**config.mk**
```make
export PLATFORM = sky130hd
export DESIGN_NAME = seq_stream_scan_ctrl
export DESIGN_NICKNAME = d
export VERILOG_FILES = /design/src/rtl/seq_stream_scan_ctrl.sv
export SDC_FILE = /design/constraint.sdc
export NUM_CORES = 1
export LEC_CHECK = 0
export CAP_MARGIN = 5
export CORE_MARGIN = 3
export CORE_UTILIZATION = 40
export DETAILED_ROUTE_END_ITERATION = 10
export GPL_ROUTABILITY_DRIVEN = 0
export PLACE_DENSITY = 0.65
export SETUP_SLACK_MARGIN = 0.4
export SYNTH_ARGS = -nofsm -noshare
export SYNTH_HDL_FRONTEND = slang
export SYNTH_SLANG_ARGS = --single-unit
```
**constraint.sdc**
```tcl
create_clock -name clk -period 6.48 [get_ports clk]
set_input_delay 1.62 -clock clk [delete_from_list [all_inputs] [get_ports clk]]
set_output_delay 1.62 -clock clk [all_outputs]
set_load 0.05 [all_outputs]
```
**src/rtl/seq_stream_scan_ctrl.sv**
```systemverilog
// Word-to-bit serialiser feeding a PAT_W-bit pattern matcher with a saturating match counter
// and a sticky threshold irq. Define NONOVERLAP_EN for non-overlapping match detection.
module seq_stream_scan_ctrl #(
  parameter int DATA_W = 8,
  parameter int PAT_W  = 4,
  parameter int CNT_W  = 8
) (
  input  logic              clk,
  input  logic              rst_n,
  input  logic              clear,
  input  logic              in_valid,
  output logic              in_ready,
  input  logic [DATA_W-1:0] in_data,
  input  logic [PAT_W-1:0]  cfg_pattern,
  input  logic [CNT_W-1:0]  cfg_thresh,
  output logic              busy,
  output logic              match,
  output logic [CNT_W-1:0]  match_cnt,
  output logic              irq
);

  localparam int IDX_W  = (DATA_W > 1) ? $clog2(DATA_W) : 1;
  localparam int FILL_W = $clog2(PAT_W + 1);
  localparam logic [FILL_W-1:0] FILL_MAX = FILL_W'(PAT_W);
  localparam logic [IDX_W-1:0]  IDX_TOP  = IDX_W'(DATA_W - 1);
  localparam logic [CNT_W-1:0]  CNT_MAX  = {CNT_W{1'b1}};

  typedef enum logic {IDLE = 1'b0, SHIFT = 1'b1} state_t;

  state_t              state_r, state_s;
  logic [DATA_W-1:0]   word_r, word_s;
  logic [PAT_W-1:0]    pat_r, pat_s;
  logic [PAT_W-1:0]    hist_r, hist_s;
  logic [FILL_W-1:0]   fill_r, fill_s;
  logic [IDX_W-1:0]    idx_r, idx_s;
  logic [CNT_W-1:0]    cnt_r, cnt_s;
  logic                match_r, match_s;
  logic                irq_r, irq_s;
  logic                in_ready_r, in_ready_s;
  logic                busy_r, busy_s;
  logic                bit_s;
  logic [PAT_W-1:0]    shifted_s;
  logic [FILL_W-1:0]   fill_inc_s;
  logic                hit_s;

  // Candidate history and fill for the bit being shifted this cycle.
  always_comb begin
    bit_s      = word_r[idx_r];
    shifted_s  = {hist_r[PAT_W-2:0], bit_s};
    fill_inc_s = (fill_r == FILL_MAX) ? fill_r : (fill_r + FILL_W'(1));
    hit_s      = (shifted_s == pat_r) && (fill_inc_s == FILL_MAX);
  end

  // Next-state and next-output logic; clear overrides any accept or match.
  always_comb begin
    state_s  = state_r;
    word_s   = word_r;
    pat_s    = pat_r;
    hist_s   = hist_r;
    fill_s   = fill_r;
    idx_s    = idx_r;
    cnt_s    = cnt_r;
    match_s  = 1'b0;
    irq_s    = irq_r;
    if (clear) begin
      state_s = IDLE;
      hist_s  = {PAT_W{1'b0}};
      fill_s  = {FILL_W{1'b0}};
      cnt_s   = {CNT_W{1'b0}};
      irq_s   = 1'b0;
    end else begin
      case (state_r)
        IDLE: begin
          if (in_valid) begin
            word_s  = in_data;
            pat_s   = cfg_pattern;
            idx_s   = IDX_TOP;
            state_s = SHIFT;
          end else begin
            state_s = IDLE;
          end
        end
        SHIFT: begin
          hist_s = shifted_s;
          fill_s = fill_inc_s;
          if (hit_s) begin
            match_s = 1'b1;
            cnt_s   = (cnt_r == CNT_MAX) ? cnt_r : (cnt_r + CNT_W'(1));
`ifdef NONOVERLAP_EN
            hist_s  = {PAT_W{1'b0}};
            fill_s  = {FILL_W{1'b0}};
`endif
          end else begin
            match_s = 1'b0;
          end
          if (idx_r == {IDX_W{1'b0}}) begin
            state_s = IDLE;
          end else begin
            idx_s = idx_r - IDX_W'(1);
          end
        end
        default: begin
          state_s = IDLE;
        end
      endcase
      // irq follows the registered count, so it lands one cycle after the count crosses.
      irq_s = irq_r | ((cfg_thresh != {CNT_W{1'b0}}) && (cnt_r >= cfg_thresh));
    end
    in_ready_s = (state_s == IDLE);
    busy_s     = (state_s == SHIFT);
  end

  // State and output registers.
  always_ff @(posedge clk or negedge rst_n) begin
    if (!rst_n) begin
      state_r    <= IDLE;
      word_r     <= {DATA_W{1'b0}};
      pat_r      <= {PAT_W{1'b0}};
      hist_r     <= {PAT_W{1'b0}};
      fill_r     <= {FILL_W{1'b0}};
      idx_r      <= {IDX_W{1'b0}};
      cnt_r      <= {CNT_W{1'b0}};
      match_r    <= 1'b0;
      irq_r      <= 1'b0;
      in_ready_r <= 1'b1;
      busy_r     <= 1'b0;
    end else begin
      state_r    <= state_s;
      word_r     <= word_s;
      pat_r      <= pat_s;
      hist_r     <= hist_s;
      fill_r     <= fill_s;
      idx_r      <= idx_s;
      cnt_r      <= cnt_s;
      match_r    <= match_s;
      irq_r      <= irq_s;
      in_ready_r <= in_ready_s;
      busy_r     <= busy_s;
    end
  end

  assign in_ready  = in_ready_r;
  assign busy      = busy_r;
  assign match     = match_r;
  assign match_cnt = cnt_r;
  assign irq       = irq_r;

endmodule
```
---- Word-level counts from Yosys, hierarchy flattened ----
Cells that the tools add are included.
word-level totals
  bits in registers ....................... 33
  input bits .............................. 24
  output and inout port bits .............. 12
  logic and storage cells ................. 57
cells by class
  add/sub/neg operators ................... 3
  magnitude comparators ................... 2
  equal/unequal tests ..................... 7
  multiplexer cells ....................... 22
  bitwise gates (word level) .............. 4
  reductions and logical operators ........ 9
operators with widths
  kind                                                                  count
  8-bit two-way mux                                                     4
  3-bit two-way mux                                                     7
  3-bit AND reduction                                                   3
  8-bit by 1-bit adder with 8-bit output, second input constant         1
  8-bit equality test, second input constant                            1
  8-bit >= comparator                                                   1
  1-bit two-way mux                                                     8
  8-bit nonzero test                                                    1
  3-bit equality test, second input constant                            2
  2-bit != test, second input constant                                  3
  3-bit one-hot mux with 2 select lines                                 1
  4-bit equality test                                                   1
  3-bit by 4-bit < comparator with 1-bit output, second input constant  1
  2-bit nonzero test                                                    2
  3-bit by 1-bit adder with 3-bit output, second input constant         1
  1-bit binary-select mux with 3-bit select                             1
  3-bit zero test                                                       1
  1-bit inverter                                                        3
  3-bit by 1-bit subtractor with 3-bit output, second input constant    1
  1-bit logical AND                                                     2
  1-bit one-hot mux with 2 select lines                                 1
  1-bit OR                                                              1

---- Logic depth before layout (Yosys ltp) ----
  depth after elaboration ................. 7
  gate-level depth with buffers ........... 8
  gate-level depth less buffers ........... 8

---- Least setup slack after synthesis ----
Ideal clock, no wire load.
  path type ............................... input-to-reg
  start ................................... input in_valid
  end ..................................... register pat_r[0]
  setup time .............................. 0.125 ns
  arrival ................................. 2.737 ns
  required time ........................... 6.355 ns
  setup slack ............................. 3.618 ns
  stages on the path ...................... 4
  path buffers ............................ 1
  path through ............................ nor2b_1 -> nor2b_1 -> clkbuf_1 -> mux2_2
between the ends
  longest elaborated chain between the ends .. 1
RTL lines
  what                                  line  RTL
  start, declared                       11    input logic in_valid,
  3-bit AND reduction (no source line)  -
  end signal, assigned                  118   pat_r <= {PAT_W{1'b0}};
  end signal, assigned                  130   pat_r <= pat_s;
  end, declared                         32    logic [PAT_W-1:0] pat_r, pat_s;
Every way passes these cells.
A chain may end at the register's enable or synchronous reset.

---- Final worst setup path ----
  start ................................... input clear
  end ..................................... register pat_r[2]
between the ends
  longest elaborated chain between the ends .. 2
RTL lines
  what                                  line  RTL
  start, declared                       10    input logic clear,
  1-bit inverter (no source line)       -
  3-bit AND reduction (no source line)  -
Every way passes these cells.

==> impl_metrics.csv <==
group,metric,value,unit
timing,period_share,57.19,%
outcome,run_status,"finished clean",
detailed_routing,drc,0,
timing,fin_skew,0.002362,ns
critical_path,cp-start-kind,"input port",
finish,num-fill-cells,363,
logic_synthesis,synth_flop_cell,"dfrtp_1",
critical_path,cp_max_fo,21,
timing,finalHoldViolations,0,
critical_path,slowest_delay,1.01,ns
timing,drv_slew,0,
min_path,hp-class,"flip-flop to flip-flop",
finish,area_delta_synth_final,27.80,%
logic_synthesis,ys_seq_elements,33,
timing,tightestPinTransition,1.069,ns
finish,final_cell_area,2330,sq um
power_and_ir_drop,power_density,235.8,nW/um^2
timing,fmax,0.2698,GHz
grt,antenna_found_initial,0,
flow_run,cap_violations,0,
finish,layout.nets,248,
timing,finalSetupTns,0,ns
critical_path,critPathCaptureType,"flip-flop",
cts,cts_buffers,5,
logic_synthesis,ys_seq_area_share,45.37,%
power_and_ir_drop,p_int,0.3960,mW
detailed_routing,avgViaCountPerCell,5.168,
cts,cts_tree,"built",
critical_path,required,6.64,ns
detailed_routing,dr.pass1.iters,4,
power_and_ir_drop,combPwrFrac,23.2,%
detailed_routing,vias,1354,
placement,place.port_buffers,35,
power_and_ir_drop,pwr-share-clk,30.3,%
die,die_w,73.51,microns
finish,antenna_cells,0,
power_and_ir_drop,ir_drop,137.3,uV
die,die_h,73.51,microns
placement,dp_hpwl,2935,microns
logic_synthesis,synth_edf_count,0,
detailed_routing,routed_wl,3796,microns
power_and_ir_drop,swShare,27.91,%
finish,drive_gt1_share,12.26,%
timing,rsz0062_at_grt,"no",
detailed_routing,antenna_left,0,
logic_synthesis,mappedNetlistArea,1823,sq um
detailed_routing,wl_per_cell,14.49,microns
timing,period_needed,3.706,ns
finish,mostFrequentLayoutCell,"clkdlybuf4s50_1",
logic_synthesis,syn-num-nets,209,
critical_path,crit_chain,"clkdlybuf4s50_1 -> nor2b_1 -> mux2_2",
cts,clockBufferDepth,2,
critical_path,cp.arrival,3.87,ns
grt,first_global_vias,1424,
logic_synthesis,syn-instance-count,172,
die,dieArea,5404,sq um
detailed_routing,drtIter0Drc,67,
logic_synthesis,yosysWarnings,0,
cts,clock-sinks,33,
critical_path,path_class,"input port to flip-flop",
timing,slew_headroom,28.57,%
power_and_ir_drop,p_sw,0.1533,mW
power_and_ir_drop,p_leak,1.034,nW
critical_path,crit_slowest_cell,"nor2b_1",
logic_synthesis,avgSynthCellArea,10.60,sq um
placement,place_area,2228,sq um
cts,hold_buffers,0,
grt,grt_max_degree,34,
die,initial_core_util,43.39,%
cts,clk_latency,0.28,ns
logic_synthesis,yosysUniqueCellTypes,36,
cts,clkTransAtPathRegs,0.07,ns
power_and_ir_drop,p_seq_share,46.6,%
cts,cts_setup_buffers,0,
die,placementRows,23,
logic_synthesis,postSynth.asyncResetShare,100.0,%
cts,root_buffer,"clkbuf_8",
die,pin_count,36,
finish,final_cell_mix,"clkdlybuf4s50_1, dfrtp_1, nor2_1",
grt,grt_first_pass_wirelength,6658,microns
cts,ctsResizeCount,0,
die,core_area,4202,sq um
grt,gr-total-overflow,0,
grt,track_usage,15.87,%
cts,htreeDepth,2,
timing,setup_viol,0,
==> synth_stat cells (all sizes together), types with 2 or more instances <==
library cell  number  share of area (%)
a21o               2               0.82
nor3               3               0.82
mux4               2                2.9
a21oi              9                2.5
nand2             11                2.3
nand2b             4                1.4
nor2b              5                1.7
nor4               4                1.4
o2111ai            2               0.96
nand3              4                1.1
ha                13                8.9
clkbuf             3               0.62
a31oi              2               0.69
xnor2              7                3.8
dfrtp             32                 44
inv               13                2.7
xor2               3                1.4
mux2              12                7.4
o21ai              3               0.82
nor2              20                4.1
a2111oi            2               0.96
mux2i              4                2.9
==> critical path, delay by kind of cell <==
| family | cells | cell delay [ns] |
|---|---|---|
| buffers and inverters | 1 | 0.80 |
| muxes | 1 | 0.43 |
| and+or+nand+nor | 1 | 1.01 |
==> stage by stage <==
step	utilization (%)	total power, mW	std cells	hold WS, ns	setup slack (ns)
after CTS	55.45	0.5577	262	0.5079	2.769
after global routing	55.45	0.5828	262	0.5223	2.596
after global placement	53.04	0.3818	254	0.4839	2.585
final	55.45	0.5493	262	0.5021	2.774
after detailed placement	53.04	0.3884	254	0.4927	2.465
after floorplan	-	0.3444	172	0.4720	3.618
==> final cells by class <==
cell class / count / area, sq um / area share, %
clock buffers: 7 / 96.34 / 4.135
clock inverters: 1 / 5.005 / 0.2148
inverters: 13 / 48.80 / 2.095
multi-input cells: 122 / 932.1 / 40.01
flip-flops and latches: 33 / 827.0 / 35.50
well taps: 50 / 62.56 / 2.685
repair buffers: 36 / 357.8 / 15.36
==> flip-flops by register name, summed over array words and instances (netlist names) <==
signal / flops
match_cnt: 8
word_r: 8
pat_r: 4
fill_r: 3
hist_r: 3
idx_r: 3
busy: 1
in_ready: 1
irq: 1
match: 1
==> routing by layer <==
layer	vias up	share of wire, %	GRT usage, %
li1	681	-	-
met3	2	4.0	3.420
met4	0	0.50	4.829
met5	-	0	0
met1	641	46	21.73
met2	30	49	25.10
==> power groups by stage <==
stage                     sequential, mW  combinational, mW  clock, mW
final                              0.256              0.127      0.166
after global routing               0.261              0.141      0.181
after CTS                          0.256              0.129      0.172
after detailed placement           0.260              0.128          0
after global placement             0.259              0.123          0
after floorplan                    0.257             0.0876          0
==> worst paths after layout <==
path                                 from           end  slack, ns  depth (start not counted)
max in group asynchronous           rst_n      in_ready       4.41                          2
worst max register to register  fill_r[0]  match_cnt[7]       3.69                          8
worst min register to register  word_r[5]     word_r[5]       0.50                          1
min in group asynchronous           rst_n     word_r[1]       1.74                          2
worst max-delay path                clear      pat_r[2]       2.77                          3
worst min-delay path            word_r[5]     word_r[5]       0.50                          1
==> cells by family after synthesis <==
family	after synthesis	synth area share [%]
and+or+nand+nor	58	15.79
DFF	33	45.37
muxes	18	13.18
xor gates and xnor gates	10	5.217
adders and majority gates	13	8.923
buffers and inverters	17	3.500
AOI/OAI and AO/OA	23	8.030
Note: power is estimated with default switching activity, not from simulation.
